$ cat src/rtl/hp_vpu_pkg.sv
// Shared VPU types and widths for the CSR port and its arbiter.
package hp_vpu_pkg;

    localparam int unsigned CSR_ADDR_W = 12;
    localparam int unsigned CSR_DATA_W = 32;
    localparam int unsigned CSR_BE_W   = 4;
    localparam int unsigned LOCK_CNT_W = 8;

    typedef struct packed {
        logic                  we;
        logic [CSR_ADDR_W-1:0] addr;
        logic [CSR_DATA_W-1:0] wdata;
        logic [CSR_BE_W-1:0]   be;
        logic                  lock;
    } csr_req_t;

    typedef enum logic {
        StUnlocked,
        StLocked
    } lock_state_e;

endpackage

$ cat src/rtl/hp_vpu_csr_arb_if.sv
// Single VPU CSR register port: request fields out, 1-cycle response back.
interface hp_vpu_csr_arb_if;
    import hp_vpu_pkg::*;

    logic                  req;
    logic                  gnt;
    logic                  we;
    logic [CSR_ADDR_W-1:0] addr;
    logic [CSR_DATA_W-1:0] wdata;
    logic [CSR_BE_W-1:0]   be;
    logic [CSR_DATA_W-1:0] rdata;
    logic                  rvalid;
    logic                  error;

    modport master (
        output req, we, addr, wdata, be,
        input  gnt, rdata, rvalid, error
    );

    modport slave (
        input  req, we, addr, wdata, be,
        output gnt, rdata, rvalid, error
    );

endinterface

$ cat src/rtl/hp_vpu_rr_pick.sv
// Round-robin priority picker: first set request at or above ptr_i, wrapping modulo NREQ.
module hp_vpu_rr_pick #(
    parameter int unsigned NREQ  = 2,
    parameter int unsigned IDX_W = (NREQ > 1) ? $clog2(NREQ) : 1
) (
    input  logic [NREQ-1:0]  req_i,
    input  logic [IDX_W-1:0] ptr_i,
    output logic [NREQ-1:0]  onehot_o,
    output logic [IDX_W-1:0] idx_o,
    output logic             valid_o
);

    logic [IDX_W-1:0] j;

    always_comb begin
        onehot_o = '0;
        idx_o    = '0;
        valid_o  = 1'b0;
        j        = '0;
        for (int unsigned i = 0; i < NREQ; i++) begin
            j = IDX_W'((32'(ptr_i) + i) % NREQ);
            if (!valid_o && req_i[j]) begin
                valid_o     = 1'b1;
                onehot_o[j] = 1'b1;
                idx_o       = j;
            end
        end
    end

endmodule

$ cat src/rtl/hp_vpu_csr_arb.sv
// Round-robin arbiter sharing the VPU CSR port between NREQ requesters, with
// response routing, per-requester bus lock and a lock watchdog.
module hp_vpu_csr_arb
    import hp_vpu_pkg::*;
#(
    parameter int unsigned NREQ         = 2,
    parameter int unsigned LOCK_TIMEOUT = 16
) (
    input  logic                                 clk,
    input  logic                                 rst_n,
    input  logic [NREQ-1:0]                      req_i,
    input  logic [NREQ-1:0]                      lock_i,
    input  logic [NREQ-1:0]                      we_i,
    input  logic [NREQ-1:0][CSR_ADDR_W-1:0]      addr_i,
    input  logic [NREQ-1:0][CSR_DATA_W-1:0]      wdata_i,
    input  logic [NREQ-1:0][CSR_BE_W-1:0]        be_i,
    output logic [NREQ-1:0]                      gnt_o,
    output logic [CSR_DATA_W-1:0]                rdata_o,
    output logic [NREQ-1:0]                      rvalid_o,
    output logic [NREQ-1:0]                      wack_o,
    output logic [NREQ-1:0]                      error_o,
    hp_vpu_csr_arb_if.master                     m,
    output logic                                 lock_timeout_o,
    output logic                                 proto_err_o
);

    localparam int unsigned IDX_W = (NREQ > 1) ? $clog2(NREQ) : 1;

    lock_state_e           state_q, state_d;
    logic [IDX_W-1:0]      owner_q, owner_d;
    logic [IDX_W-1:0]      ptr_q, ptr_d;
    logic [LOCK_CNT_W-1:0] idle_q, idle_d;
    logic                  rsp_vld_q, rsp_vld_d;
    logic [IDX_W-1:0]      rsp_id_q, rsp_id_d;
    logic                  rsp_we_q, rsp_we_d;
    logic                  proto_q, proto_d;

    csr_req_t [NREQ-1:0]   up_req;
    logic [NREQ-1:0]       elig;
    logic [NREQ-1:0]       win_oh;
    logic [IDX_W-1:0]      win_idx;
    logic                  win_vld;
    logic                  accept;
    logic                  owner_idle;
    logic                  timeout;

    function automatic logic [IDX_W-1:0] nxt_idx(input logic [IDX_W-1:0] i);
        return (i == IDX_W'(NREQ - 1)) ? '0 : i + 1'b1;
    endfunction

    always_comb begin
        for (int unsigned i = 0; i < NREQ; i++) begin
            up_req[i] = '{we: we_i[i], addr: addr_i[i], wdata: wdata_i[i], be: be_i[i],
                          lock: lock_i[i]};
        end
    end

    // While locked only the owner may compete, so the picker always lands on it.
    always_comb begin
        elig = req_i;
        if (state_q == StLocked) begin
            elig          = '0;
            elig[owner_q] = req_i[owner_q];
        end
    end

    hp_vpu_rr_pick #(
        .NREQ  (NREQ),
        .IDX_W (IDX_W)
    ) u_pick (
        .req_i    (elig),
        .ptr_i    (ptr_q),
        .onehot_o (win_oh),
        .idx_o    (win_idx),
        .valid_o  (win_vld)
    );

    assign accept     = win_vld && m.gnt;
    assign owner_idle = (state_q == StLocked) && !req_i[owner_q];
    assign timeout    = owner_idle && (idle_q == LOCK_CNT_W'(LOCK_TIMEOUT - 1));

    always_ff @(posedge clk or negedge rst_n) begin
        if (!rst_n) begin
            state_q   <= StUnlocked;
            owner_q   <= '0;
            ptr_q     <= '0;
            idle_q    <= '0;
            rsp_vld_q <= 1'b0;
            rsp_id_q  <= '0;
            rsp_we_q  <= 1'b0;
            proto_q   <= 1'b0;
        end else begin
            state_q   <= state_d;
            owner_q   <= owner_d;
            ptr_q     <= ptr_d;
            idle_q    <= idle_d;
            rsp_vld_q <= rsp_vld_d;
            rsp_id_q  <= rsp_id_d;
            rsp_we_q  <= rsp_we_d;
            proto_q   <= proto_d;
        end
    end

    always_comb begin
        state_d   = state_q;
        owner_d   = owner_q;
        idle_d    = idle_q;
        ptr_d     = accept ? nxt_idx(win_idx) : ptr_q;
        rsp_vld_d = accept;
        rsp_id_d  = accept ? win_idx : rsp_id_q;
        rsp_we_d  = accept ? up_req[win_idx].we : rsp_we_q;
        proto_d   = proto_q | (!rsp_vld_q && (m.rvalid || m.error));
        unique case (state_q)
            StUnlocked: begin
                if (accept && up_req[win_idx].lock) begin
                    state_d = StLocked;
                    owner_d = win_idx;
                    idle_d  = '0;
                end
            end
            StLocked: begin
                if (accept) begin
                    if (up_req[win_idx].lock) idle_d = '0;
                    else                      state_d = StUnlocked;
                end else if (timeout) begin
                    // Hand the bus to whoever sits after the stalled owner.
                    state_d = StUnlocked;
                    ptr_d   = nxt_idx(owner_q);
                end else if (owner_idle && (idle_q != '1)) begin
                    idle_d = idle_q + 1'b1;
                end
            end
        endcase
    end

    always_comb begin
        gnt_o    = accept ? win_oh : '0;
        m.req    = win_vld;
        m.we     = up_req[win_idx].we;
        m.addr   = up_req[win_idx].addr;
        m.wdata  = up_req[win_idx].wdata;
        m.be     = up_req[win_idx].be;
        rdata_o  = m.rdata;
        rvalid_o = '0;
        wack_o   = '0;
        error_o  = '0;
        if (rsp_vld_q) begin
            rvalid_o[rsp_id_q] = m.rvalid && !rsp_we_q;
            wack_o[rsp_id_q]   = rsp_we_q;
            error_o[rsp_id_q]  = m.error;
        end
        lock_timeout_o = timeout;
        proto_err_o    = proto_q;
    end

endmodule
$ cat src/flat_wrapper.sv
// flat-port wrapper written by rule: the top's interface ports become plain ports
module hp_vpu_csr_arb_flat import hp_vpu_pkg::*;
#(
    parameter int unsigned NREQ         = 2,
    parameter int unsigned LOCK_TIMEOUT = 16
)
  (clk, rst_n, req_i, lock_i, we_i, addr_i, wdata_i, be_i, gnt_o, rdata_o, rvalid_o, wack_o, error_o, lock_timeout_o, proto_err_o, m_req, m_we, m_addr, m_wdata, m_be, m_gnt, m_rdata, m_rvalid, m_error);
  hp_vpu_csr_arb_if m_i ();
  input  logic clk;
  input  logic rst_n;
  input  logic [NREQ-1:0] req_i;
  input  logic [NREQ-1:0] lock_i;
  input  logic [NREQ-1:0] we_i;
  input  logic [NREQ-1:0][CSR_ADDR_W-1:0] addr_i;
  input  logic [NREQ-1:0][CSR_DATA_W-1:0] wdata_i;
  input  logic [NREQ-1:0][CSR_BE_W-1:0] be_i;
  output logic [NREQ-1:0] gnt_o;
  output logic [CSR_DATA_W-1:0] rdata_o;
  output logic [NREQ-1:0] rvalid_o;
  output logic [NREQ-1:0] wack_o;
  output logic [NREQ-1:0] error_o;
  output logic lock_timeout_o;
  output logic proto_err_o;
  output wire logic [$bits(m_i.req)-1:0] m_req;
  output wire logic [$bits(m_i.we)-1:0] m_we;
  output wire logic [$bits(m_i.addr)-1:0] m_addr;
  output wire logic [$bits(m_i.wdata)-1:0] m_wdata;
  output wire logic [$bits(m_i.be)-1:0] m_be;
  input wire logic [$bits(m_i.gnt)-1:0] m_gnt;
  input wire logic [$bits(m_i.rdata)-1:0] m_rdata;
  input wire logic [$bits(m_i.rvalid)-1:0] m_rvalid;
  input wire logic [$bits(m_i.error)-1:0] m_error;
  assign m_req = m_i.req;
  assign m_we = m_i.we;
  assign m_addr = m_i.addr;
  assign m_wdata = m_i.wdata;
  assign m_be = m_i.be;
  assign m_i.gnt = m_gnt;
  assign m_i.rdata = m_rdata;
  assign m_i.rvalid = m_rvalid;
  assign m_i.error = m_error;
  hp_vpu_csr_arb #(.NREQ(NREQ), .LOCK_TIMEOUT(LOCK_TIMEOUT)) u_core (.clk(clk), .rst_n(rst_n), .req_i(req_i), .lock_i(lock_i), .we_i(we_i), .addr_i(addr_i), .wdata_i(wdata_i), .be_i(be_i), .gnt_o(gnt_o), .rdata_o(rdata_o), .rvalid_o(rvalid_o), .wack_o(wack_o), .error_o(error_o), .m(m_i), .lock_timeout_o(lock_timeout_o), .proto_err_o(proto_err_o));
endmodule
$ cat config.mk
export PLATFORM = sky130hd
export DESIGN_NAME = hp_vpu_csr_arb_flat
export DESIGN_NICKNAME = d
export VERILOG_FILES = /design/src/rtl/hp_vpu_pkg.sv /design/src/rtl/hp_vpu_csr_arb_if.sv /design/src/rtl/hp_vpu_rr_pick.sv /design/src/rtl/hp_vpu_csr_arb.sv /design/src/flat_wrapper.sv
export SDC_FILE = /design/constraint.sdc
export NUM_CORES = 1
export LEC_CHECK = 0
export ABC_AREA = 1
export CAP_MARGIN = 40
export CELL_PAD_IN_SITES_DETAIL_PLACEMENT = 1
export CELL_PAD_IN_SITES_GLOBAL_PLACEMENT = 2
export CORE_ASPECT_RATIO = 1.25
export CORE_MARGIN = 5
export CORE_UTILIZATION = 11
export DETAILED_ROUTE_END_ITERATION = 7
export PLACE_DENSITY_LB_ADDON = 0.12
export SLEW_MARGIN = 5
export SYNTH_ARGS = -nofsm -noshare
export SYNTH_HDL_FRONTEND = slang
export SYNTH_SLANG_ARGS = --single-unit
$ cat constraint.sdc
create_clock -name clk -period 2.2 [get_ports clk]
set_input_delay 0.44 -clock clk [delete_from_list [all_inputs] [get_ports clk]]
set_output_delay 0.44 -clock clk [all_outputs]
set_load 0.1 [all_outputs]
* After elaboration in Yosys (flattened, before gate mapping)
Cells that the tools add are included.
** Cells by class
- $add $sub $neg :: 4
- $mul :: 0
- Div/mod/pow operators :: 0
- Order comparisons :: 9
- Equal/unequal tests :: 6
- Shift operators :: 0
- Muxes and demuxes :: 44
- Bitwise operators :: 7
- Reduce and logical (&&, ||, !) cells :: 19
** Operator list (number)
- 50-bit two-way mux :: 2
- 8-bit two-way mux :: 5
- 1-bit two-way mux :: 24
- 8-bit case mux with 2 select lines :: 1
- 2-bit two-way mux :: 7
- 1-bit logical AND :: 12
- 1-bit by 2-bit less-than comparator with 1-bit output (second input constant) :: 5
- 3-bit != test (second input constant) :: 3
- 8-bit by 1-bit adder with 8-bit output (second input constant) :: 1
- 2-bit AND :: 4
- 8-bit by 4-bit equality test with 1-bit output (second input constant) :: 1
- 8-bit != test (second input constant) :: 1
- 1-bit demux with 1-bit select :: 4
- 1-bit greater-or-equal comparator (second input constant) :: 4
- 1-bit zero test :: 4
- 4-bit AND reduction :: 1
- 1-bit adder (second input constant) :: 3
- 2-bit by 1-bit != test with 1-bit output (second input constant) :: 1
- 2-bit OR :: 1
- 1-bit case mux with 2 select lines :: 1
- 2-bit AND reduction :: 1
- 1-bit logical OR :: 1
- 1-bit inverter :: 1
- 1-bit OR :: 1
** Word-level totals
- Flip-flop bits (word level) :: 15
- Latch bits :: 0
- Memory bits (writable) :: 0
- Memory bits (read-only) :: 0
- Bits of input ports :: 139
- Output and inout port bits :: 92
- Logic and storage cells :: 97
- Memories kept :: 0

* Depth between registers and ports, before layout
Gate-level depths: netlist (run 1).
- Depth in word-level cells :: 18
- Mapped depth :: 10

* Cells and area by module
Synthesis (run 1) repeated with hierarchy kept, for this count alone.
** Unflattened totals
- Cells, all modules :: 335
- Area total of the unflattened synthesis :: 1811.7 µm²
** Modules (own cells, without submodules)
- hp_vpu_csr_arb :: times used 1, cells each 328, area each 1781.7 µm², sequential area each 375.4 µm²
- hp_vpu_rr_pick :: times used 1, cells each 7, area each 30.0 µm², sequential area each 0.0 µm²

* Worst setup path before layout (run 1)
Ideal clock, no wire load.
- Kind :: register to register
- Start :: reg u_core.state_q
- End :: reg u_core.ptr_q
- Setup time :: 0.131 ns
- Arrival :: 2.771 ns
- Slack :: -0.702 ns
- Cell stages (with the launch flop) :: 9
- Buffers on the path :: 0
- Cell sequence :: dfrtp_1 -> nand2_1 -> nand2_1 -> nand2_2 -> nand2_4 -> nor2_1 -> inv_1 -> nand3_1 -> o21ai_0
** On the way
- Elaborated cells between the ends (all ways) :: 20
- Classes of those cells :: add/sub: 1; mux: 14; reduce/logical: 5
** RTL lines
- start: declaration :: RTL line hp_vpu_csr_arb.sv:29 : lock_state_e state_q, state_d;
- start signal: assignment :: RTL line hp_vpu_csr_arb.sv:84 : state_q <= StUnlocked;
- start signal: assignment :: RTL line hp_vpu_csr_arb.sv:93 : state_q <= state_d;
- 2-bit two-way mux * :: RTL line hp_vpu_csr_arb.sv:61 : if (state_q == StLocked) begin
- 1-bit two-way mux (not written as such) (2 in a row) :: RTL line hp_vpu_rr_pick.sv:22 : if (!valid_o && req_i[j]) begin
- 1-bit two-way mux :: RTL line hp_vpu_rr_pick.sv:22
- 1-bit zero test :: RTL line hp_vpu_rr_pick.sv:22
- 1-bit logical AND :: RTL line hp_vpu_rr_pick.sv:22
- 1-bit two-way mux * :: RTL line hp_vpu_rr_pick.sv:22
- named net m_req :: RTL line flat_wrapper.sv:24 : output wire logic [$bits(m_i.req)-1:0] m_req;
- 1-bit logical AND * :: RTL line hp_vpu_csr_arb.sv:78 : assign accept = win_vld && m.gnt;
- 1-bit two-way mux :: RTL line hp_vpu_csr_arb.sv:108 : ptr_d = accept ? nxt_idx(win_idx) : ptr_q;
- 1-bit two-way mux :: RTL line hp_vpu_csr_arb.sv:125 : end else if (timeout) begin
- 1-bit two-way mux :: RTL line hp_vpu_csr_arb.sv:122 : if (accept) begin
- 1-bit two-way mux * :: RTL line hp_vpu_csr_arb.sv:113 : unique case (state_q)
- named net u_core.ptr_d :: RTL line hp_vpu_csr_arb.sv:31 : logic [IDX_W-1:0] ptr_q, ptr_d;
- end signal: assignment :: RTL line hp_vpu_csr_arb.sv:95 : ptr_q <= ptr_d;
- end: declaration :: RTL line hp_vpu_csr_arb.sv:31
Mark *: on every way through the listed nets, which the timed path passes. The rest lies on a longest branch. The select of a mux whose other input is x is not followed.
A chain may end at the register's enable or synchronous reset.

* Final worst setup path (run 1)
- Start :: reg u_core.state_q
- End :: out m_wdata[6]
** On the way
- Word-level cells in the longest chain between the ends :: 9
- Elaborated cells between the ends (all ways) :: 12
- Classes of those cells :: mux: 10; reduce/logical: 2
** Ends and longest elaborated chain
- 2-bit two-way mux * :: RTL line hp_vpu_csr_arb.sv:61
- 1-bit two-way mux (not written as such) (2 in a row) :: RTL line hp_vpu_rr_pick.sv:22
- 1-bit two-way mux :: RTL line hp_vpu_rr_pick.sv:22
- 1-bit zero test :: RTL line hp_vpu_rr_pick.sv:22
- 1-bit logical AND :: RTL line hp_vpu_rr_pick.sv:22
- 1-bit two-way mux * :: RTL line hp_vpu_rr_pick.sv:22
- 50-bit two-way mux * (2 in a row)
- end: declaration :: RTL line flat_wrapper.sv:27 : output wire logic [$bits(m_i.wdata)-1:0] m_wdata;
Mark *: on every way between the ends. The rest lies on a longest branch, timed or not. The select of a mux whose other input is x is not followed.

==> flow_metrics.env, run 1 <==
export IMPL_fin_area_um2=5039
export IMPL_slew_headroom=0.7963
export IMPL_antenna_found_initial=0
export IMPL_total_power_uw=6529
export IMPL_post_route_period_util=0.9838
export IMPL_whs_endpoint="u_core.proto_err_o"
export IMPL_maxSlewViolCount=0
export IMPL_final_cell_mix="105 x nand2_1, 104 x clkdlybuf4s50_1, 70 x nand2_2"
export IMPL_grt_pass1_vias=2973
export IMPL_cts_buffer_depth=2
export IMPL_insertion_delay_ps=240
export IMPL_synthToLayoutAreaGrowth_pct=172.5
export IMPL_synth_area_um2=1849
export IMPL_die_w_um=126.0
export IMPL_avgSynthCellArea_um2=5.471
export IMPL_worstHoldStart="u_core.rsp_vld_q"
export IMPL_ir_drop_uv=574.4
export IMPL_die_h_um=155.0
export IMPL_clk_pin_slew_ps=50
export IMPL_rr_endpoint="u_core.idle_q[7]"
export IMPL_mostFrequentLayoutCell="nand2_1"
export IMPL_routed_via_count=2710
export IMPL_rows=53
export IMPL_cts_tree="yes"
export IMPL_p_leak_uw=0.002321
export IMPL_grt_overflow_total=0
export IMPL_start_util=0.1111
export IMPL_cts_num_sinks=15
export IMPL_viasPerCell=3.733
export IMPL_grt_max_degree=22
export IMPL_holdPathStages=1
export IMPL_place_port_buffers=166
export IMPL_hold_violations=0
export IMPL_stdcell_count=726
export IMPL_grt_total_usage=0.1119
export IMPL_worstPathArrival_ps=1720
export IMPL_r2r_start="u_core.owner_q"
export IMPL_htree_levels=1
export IMPL_r2r_cells=13
export IMPL_drt_iter0_drc=82
export IMPL_ys_seq_elements=15
export IMPL_status="finished clean"
export IMPL_grt_first_pass_wirelength_mm=17.19
export IMPL_gp_congestion=0.7628
export IMPL_placed_area_um2=4329
export IMPL_wl_per_cell_um=15.65
export IMPL_hpwl_mm=9.086
export IMPL_diodes=0
export IMPL_dr_pass1_iters=4
export IMPL_dp_cells=700
export IMPL_final_net_count=647
export IMPL_ant_nets=0
export IMPL_crit_type="reg -> out"
export IMPL_netlist_instances=338
export IMPL_setup_tns_final_ps=0
export IMPL_cts_root_buf="clkbuf_16"
export IMPL_holdWs_ps=487.7
export IMPL_io_pin_count=231
export IMPL_finalSetupViolCount=0
export IMPL_syn_num_nets=478
export IMPL_dieArea_um2=19520
export IMPL_start_kind="register"
export IMPL_coreArea_um2=16640
export IMPL_drc=0
export IMPL_fmax_mhz=462.0
export IMPL_rsz0062_at_grt="true"
export IMPL_crit_required_ps=1760
export IMPL_timing_max_cap_violations=0
export IMPL_drt_wl_total_mm=11.36
export IMPL_worstPathMaxFanout=5
export IMPL_fin_crit_ps=2164
export IMPL_min_path_type="reg -> reg"
export IMPL_ys_warn_count=0
export IMPL_drive_gt1_frac=0.4091
export IMPL_ctsHoldBuffers=0
export IMPL_worst_setup_path_end_kind="output pin"
export IMPL_r2r_slack_ps=270
export IMPL_cts_buffers=3
export IMPL_seq_area_frac_synth=0.2030
export IMPL_skew_ps=1.326
export IMPL_tightest_slew_ps=305.2
export IMPL_powerDensity_nw_per_um2=1296
export IMPL_ys_types=22
worst max-delay path, cell delays in order (launching register included):
cell     delay, ps
dfrtp_2        440
a21oi_4        170
nand2_2         90
buf_12         140
inv_12          80
buf_12         120
buf_16         120
nand2_1         60
nand2_2         80
buf_12         170
stage by stage:
stage	utilization	setup WS, ps
after CTS	0.2863	0.6000
after detailed placement	0.2601	-169.0
final	0.3027	35.60
after global placement	0.2601	-151.9
after global routing	0.3027	-49.27
after floorplan	-	-29.24
cell type report:
type	instances	area, µm²
Clock buffer	3	75.07
Clock inverter	1	5.005
Fill cell	1949	11610
Inverter	21	97.59
Multi-Input combinational cell	260	1424
Sequential cell	15	376.6
Tap cell	220	275.3
Timing Repair Buffer	206	2785
registers in the layout, indices dropped and copies added, names as in the netlist:
name                count
u_core.idle_q           8
u_core.owner_q          1
u_core.proto_err_o      1
u_core.ptr_q            1
u_core.rsp_id_q         1
u_core.rsp_vld_q        1
u_core.rsp_we_q         1
u_core.state_q          1
how the worst max path moves through the flow:
stage,startpoint,to,cells past startpoint
after floorplan,u_core.state_q,m_wdata[10],7
after global placement,req_i[1],m_we,9
after detailed placement,req_i[1],m_we,9
after CTS,u_core.owner_q,m_be[1],10
after global routing,u_core.state_q,m_wdata[25],9
final,u_core.state_q,m_wdata[6],9
power breakdown:
| group | switching (µW) | leakage, µW | internal [µW] |
|---|---|---|---|
| logic | 3580 | 0.00209 | 2190 |
| clock network | 118 | 0.0000409 | 243 |
| registers | 54.4 | 0.000192 | 337 |
routing by layer:
metal  wire, µm  GRT usage  part of all wire
met1       3759     0.1093              0.33
met2       6432     0.2184              0.57
met3        998    0.04602             0.088
met4        171    0.02402             0.015
met5          0          0                 0
Yosys cell counts (all sizes together):
cell,count,area share
a21oi,1,0.0047
buf,40,0.16
clkbuf,2,0.0041
dfrtp,15,0.20
ha,1,0.0068
inv,21,0.044
nand2,198,0.42
nand3,24,0.072
nand4,2,0.0068
nor2,25,0.051
nor3,1,0.0027
o21ai,5,0.014
o21bai,1,0.0041
or2,1,0.0034
xnor2,1,0.0047
repair_timing:
action | 4_1_cts | 5_1_grt
gates cloned | 5 | 3
setup endpoints to repair | 51 | 50
buffers inserted | 13 | 2
pin swaps | 8 | 35
hold endpoints to repair | 0 | 0
gates resized for setup | 37 | 65
cell families (layout without fill, tap and decap cells):
group                      count (synthesis)  count (layout)  synth area share
DFF                                       15              15            0.2030
AOI/OAI and AO/OA                          7               7           0.02233
buffers and inverters                     63             231            0.2111
xor gates and xnor gates                   1               1          0.004737
and+or+nand+nor                          251             251            0.5521
adders and majority gates                  1               1          0.006765
Power figures use the tool's default switching activity.
==> inputs of run 2 (changes only) <==
--- a/config.mk
+++ b/config.mk
@@ -10,11 +10,13 @@
 export CELL_PAD_IN_SITES_DETAIL_PLACEMENT = 1
 export CELL_PAD_IN_SITES_GLOBAL_PLACEMENT = 2
 export CORE_ASPECT_RATIO = 1.25
-export CORE_MARGIN = 5
+export CORE_MARGIN = 4
 export CORE_UTILIZATION = 11
+export CTS_CLUSTER_SIZE = 12
 export DETAILED_ROUTE_END_ITERATION = 7
 export PLACE_DENSITY_LB_ADDON = 0.12
 export SLEW_MARGIN = 5
 export SYNTH_ARGS = -nofsm -noshare
 export SYNTH_HDL_FRONTEND = slang
 export SYNTH_SLANG_ARGS = --single-unit
+export TNS_END_PERCENT = 5
==> run 2 against run 1 <==
- fmax up 0.29%
- global-route usage up 0.11 points
- combinational power down 7.8%
- die area down 2.9%
- worst setup slack better by 6.4 ps
- largest cell class unchanged
==> flow_metrics.env, run 2 (same netlist as run 1, synthesis figures left out) <==
export IMPL_crit_required_ps=1760
export IMPL_hold_violations=0
export IMPL_slew_headroom=0.7853
export IMPL_r2r_slack_ps=510
export IMPL_p_sw_uw=3576
export IMPL_post_route_period_util=0.9809
export IMPL_mostFrequentLayoutCell="nand2_1"
export IMPL_power_frac_clock=0.059
export IMPL_multiInputGateArea_um2=1209
export IMPL_start_kind="register"
export IMPL_rsz0062_at_grt="true"
export IMPL_dr_pass1_iters=4
export IMPL_stdcell_count=710
export IMPL_final_core_util=0.2837
export IMPL_routed_via_count=2653
export IMPL_cts_buffer_depth=2
export IMPL_antenna_found_initial=0
export IMPL_cts_num_sinks=15
export IMPL_coreArea_um2=16330
export IMPL_worst_setup_path_end_kind="output pin"
export IMPL_drt_wl_total_mm=10.78
export IMPL_p_leak_uw=0.002168
export IMPL_rr_endpoint="u_core.rsp_we_q"
export IMPL_place_port_buffers=166
export IMPL_hpwl_mm=8.999
export IMPL_crit_end="m_wdata[19]"
export IMPL_diodes=0
export IMPL_fin_crit_ps=2158
export IMPL_final_cell_mix="157 x nand2_1, 104 x clkdlybuf4s50_1, 64 x buf_12"
export IMPL_clk_pin_slew_ps=50
export IMPL_grt_total_usage=0.1130
export IMPL_status="finished clean"
export IMPL_wl_per_cell_um=15.19
export IMPL_power_frac_comb=0.874
export IMPL_drc=0
export IMPL_grt_max_degree=16
export IMPL_r2r_start="u_core.owner_q"
export IMPL_min_path_type="reg -> reg"
export IMPL_gp_congestion=0.7509
export IMPL_p_int_uw=2521
export IMPL_io_pin_count=231
export IMPL_powerDensity_nw_per_um2=1316
export IMPL_maxSlewViolCount=0
export IMPL_grt_pass1_vias=2957
export IMPL_register_area_um2=380.4
export IMPL_worstSetupStartpoint="u_core.owner_q"
export IMPL_timing_max_cap_violations=0
export IMPL_ant_nets=0
export IMPL_cts_buffers=3
export IMPL_max_flop_register="u_core.idle_q"
export IMPL_rows=52
export IMPL_fmax_mhz=463.4
export IMPL_cts_tree="yes"
export IMPL_drive_gt1_frac=0.2955
export IMPL_drt_iter0_drc=66
export IMPL_largest_register_ffs=8
export IMPL_dieArea_um2=18960
export IMPL_worstPathMaxFanout=10
export IMPL_viasPerCell=3.737
export IMPL_die_w_um=124.0
export IMPL_worstPathArrival_ps=1720
export IMPL_cts_root_buf="clkbuf_16"
export IMPL_skew_ps=2.160
export IMPL_synthToLayoutAreaGrowth_pct=150.5
export IMPL_tightest_slew_ps=321.8
export IMPL_insertion_delay_ps=250
export IMPL_dp_cells=698
export IMPL_grt_first_pass_wirelength_mm=16.48
export IMPL_grt_overflow_total=0
export IMPL_fill_cells=1937
export IMPL_swShare=0.5865
export IMPL_holdWs_ps=488.0
export IMPL_r2r_cells=11
export IMPL_final_net_count=635
export IMPL_die_h_um=153.0
export IMPL_pwr_share_seq=0.066
export IMPL_ir_drop_uv=720.6
export IMPL_finalSetupViolCount=0
export IMPL_start_util=0.1132
export IMPL_crit_type="reg -> out"
export IMPL_htree_levels=1
run 2: cell types whose count changed in the layout (fill, tap and decap cells not counted), sizes merged:
cell | previous run | this run
buf | 98 | 86
bufbuf | 0 | 2
clkbuf | 5 | 3
clkinvlp | 1 | 0
inv | 20 | 21
run 2: layer usage:
layer | track usage | vias up | wire, µm
met5 | 0 | - | 0
met4 | 0.01827 | 0 | 75
met3 | 0.05952 | 10 | 1299
met2 | 0.2029 | 114 | 5629
met1 | 0.1172 | 1222 | 3779
li1 | - | 1307 | -
run 2: critical path: stages, from the launching register on:
cell,delay (ps)
dfrtp_2,420
inv_2,70
a21oi_4,190
nand2_4,110
inv_8,100
bufbuf_16,270
nand2_1,60
nand2_2,80
buf_12,170
run 2: metrics by stage:
stage / cell area (µm²) / setup TNS [ps] / setup slack, ps / total power [µW]
2_1_floorplan: 1857 / -1665 / -161.9 / 3609
3_3_place_gp: 4255 / -8067 / -201.1 / 5396
3_5_place_dp: 4255 / -8811 / -236.9 / 5402
4_1_cts: 4566 / -16.03 / -10.98 / 6131
5_1_grt: 4633 / -688.5 / -68.51 / 6386
6_report: 4633 / 0 / 41.95 / 6097
run 2: repair_timing:
item / 4_1_cts / 5_1_grt
gates cloned: 3 / 0
hold buffers: 0 / 0
endpoints found under the setup margin: 51 / 40
resized for setup: 33 / 27
pin swaps: 3 / 6
buffers inserted: 5 / 1
run 2: worst min path at each step:
stage                                start                  to  slack, ps  depth (start not counted)
after floorplan                      rst_n    u_core.idle_q[0]        140                          0
after global placement    u_core.rsp_vld_q  u_core.proto_err_o        470                          1
after detailed placement  u_core.rsp_vld_q  u_core.proto_err_o        490                          1
after CTS                 u_core.rsp_vld_q  u_core.proto_err_o        500                          1
after global routing      u_core.rsp_vld_q  u_core.proto_err_o        510                          1
final                     u_core.rsp_vld_q  u_core.proto_err_o        490                          1
run 2: layout make-up:
| class | instances | area share |
|---|---|---|
| repair buffers | 194 | 0.5622 |
| flip-flops and latches | 15 | 0.08210 |
| clock buffers | 3 | 0.01620 |
| clock inverters | 1 | 0.001080 |
| inverters | 21 | 0.01917 |
| well taps | 216 | 0.05833 |
| multi-input cells | 260 | 0.2609 |
run 2: power by group through the flow:
| stage | sequential (µW) | clock, µW | combinational [µW] |
|---|---|---|---|
| floorplan | 379 | 0 | 3230 |
| CTS | 401 | 376 | 5350 |
| finish | 405 | 362 | 5330 |
| global route | 419 | 385 | 5580 |
| detailed placement | 397 | 0 | 5010 |
| global placement | 396 | 0 | 5000 |
==> inputs of run 3 (changes only) <==
--- a/config.mk
+++ b/config.mk
@@ -15,6 +15,7 @@
 export CTS_CLUSTER_SIZE = 12
 export DETAILED_ROUTE_END_ITERATION = 7
 export PLACE_DENSITY_LB_ADDON = 0.12
+export RECOVER_POWER = 50
 export SLEW_MARGIN = 5
 export SYNTH_ARGS = -nofsm -noshare
 export SYNTH_HDL_FRONTEND = slang
==> run 3 against run 2 <==
- largest cell class unchanged
- power hardly changed
- via count stayed put
- clock skew stayed put
- cell area hardly changed
==> flow_metrics.env, run 3 (same netlist as run 1, synthesis figures left out) <==
export IMPL_r2r_slack_ps=510
export IMPL_ctsHoldBuffers=0
export IMPL_dr_pass1_iters=4
export IMPL_status="finished clean"
export IMPL_cts_buffer_depth=2
export IMPL_cts_num_sinks=15
export IMPL_die_h_um=153.0
export IMPL_skew_ps=2.160
export IMPL_post_route_period_util=0.9809
export IMPL_cts_tree="yes"
export IMPL_crit_required_ps=1760
export IMPL_worst_setup_path_end_kind="output pin"
export IMPL_max_flop_register="u_core.idle_q"
export IMPL_dieArea_um2=18960
export IMPL_r2r_start="u_core.owner_q"
export IMPL_powerDensity_nw_per_um2=1317
export IMPL_crit_end="m_wdata[19]"
export IMPL_wl_per_cell_um=15.19
export IMPL_viasPerCell=3.737
export IMPL_drt_wl_total_mm=10.78
export IMPL_gp_congestion=0.7509
export IMPL_clk_pin_slew_ps=50
export IMPL_die_w_um=124.0
export IMPL_final_cell_mix="157 x nand2_1, 103 x clkdlybuf4s50_1, 64 x buf_12"
export IMPL_final_net_count=635
export IMPL_rr_endpoint="u_core.rsp_we_q"
export IMPL_hpwl_mm=8.999
export IMPL_maxSlewViolCount=0
export IMPL_drc=0
export IMPL_antenna_found_initial=0
export IMPL_grt_pass1_vias=2957
export IMPL_ant_nets=0
export IMPL_htree_levels=1
export IMPL_cts_root_buf="clkbuf_16"
export IMPL_hold_violations=0
export IMPL_holdWs_ps=488.0
export IMPL_timing_max_cap_violations=0
export IMPL_synthToLayoutAreaGrowth_pct=150.3
export IMPL_worstSetupStartpoint="u_core.owner_q"
export IMPL_cts_buffers=3
export IMPL_multiInputGateArea_um2=1209
export IMPL_grt_total_usage=0.1130
export IMPL_tightest_slew_ps=881.4
export IMPL_crit_type="reg -> out"
export IMPL_grt_first_pass_wirelength_mm=16.48
export IMPL_fmax_mhz=463.4
export IMPL_rows=52
export IMPL_dpl_worst_slack_ps=-236.9
export IMPL_fill_cells=1937
export IMPL_diodes=0
export IMPL_r2r_cells=11
export IMPL_ir_drop_uv=720.6
export IMPL_insertion_delay_ps=250
export IMPL_finalSetupViolCount=0
export IMPL_rsz0062_at_grt="true"
export IMPL_io_pin_count=231
export IMPL_coreArea_um2=16330
export IMPL_min_path_type="reg -> reg"
export IMPL_fin_crit_ps=2158
export IMPL_start_kind="register"
export IMPL_place_port_buffers=166
export IMPL_worstPathArrival_ps=1720
export IMPL_mostFrequentLayoutCell="nand2_1"
export IMPL_final_setup_worst_slack_ps=41.95
export IMPL_grt_overflow_total=0
export IMPL_worstPathMaxFanout=10
export IMPL_p_leak_uw=0.002165
export IMPL_drt_iter0_drc=66
export IMPL_slew_headroom=0.4124
export IMPL_start_util=0.1132
export IMPL_drive_gt1_frac=0.2935
export IMPL_grt_max_degree=16
export IMPL_register_area_um2=380.4
export IMPL_largest_register_ffs=8
export IMPL_routed_via_count=2653
[run 3: repair_timing]
action	4_1_cts	5_1_grt
cloned	3	0
pin swaps	3	6
setup endpoints to repair	51	40
buffers inserted	5	1
gates resized for setup	33	27
[run 3: metal layers]
layer	vias to the layer above	track usage	routed length, µm
met3	10	0.05952	1298
met1	1222	0.1172	3779
li1	1307	-	-
met5	-	0	0
met4	0	0.01827	75
met2	114	0.2029	5628
[run 3: area by class of cell]
cell class	count	share of cell area
Multi-Input combinational cell	260	0.2611
Clock inverter	1	0.001081
Inverter	21	0.01919
Sequential cell	15	0.08216
Timing Repair Buffer	194	0.5619
Tap cell	216	0.05838
Clock buffer	3	0.01622
[run 3: stage by stage]
stage / instances / setup TNS (ps) / total power, µW / area (µm²) / util
finish: 710 / 0 / 6096 / 4629 / 0.2835
detailed placement: 698 / -8811 / 5402 / 4255 / 0.2606
global route: 710 / -688.5 / 6384 / 4629 / 0.2835
floorplan: 338 / -1665 / 3609 / 1857 / -
global placement: 698 / -8067 / 5396 / 4255 / 0.2606
CTS: 710 / -16.03 / 6131 / 4566 / 0.2796
[run 3: how the worst min path moves through the flow]
stage | slack [ps] | startpoint | endpoint | depth (start not counted)
after floorplan | 140 | rst_n | u_core.idle_q[0] | 0
after global placement | 470 | u_core.rsp_vld_q | u_core.proto_err_o | 1
after detailed placement | 490 | u_core.rsp_vld_q | u_core.proto_err_o | 1
after CTS | 500 | u_core.rsp_vld_q | u_core.proto_err_o | 1
after global routing | 510 | u_core.rsp_vld_q | u_core.proto_err_o | 1
final | 490 | u_core.rsp_vld_q | u_core.proto_err_o | 1
[run 3: critical path: stages, from the launching register on]
cell and delay [ps]:
dfrtp_2 420, inv_2 70, a21oi_4 190, nand2_4 110
inv_8 100, bufbuf_16 270, nand2_1 60, nand2_2 80
buf_12 170
[run 3: power breakdown]
| part | internal [µW] | switching (µW) |
|---|---|---|
| Combinational | 1940 | 3390 |
| Clock | 243 | 119 |
| Sequential | 340 | 65.2 |
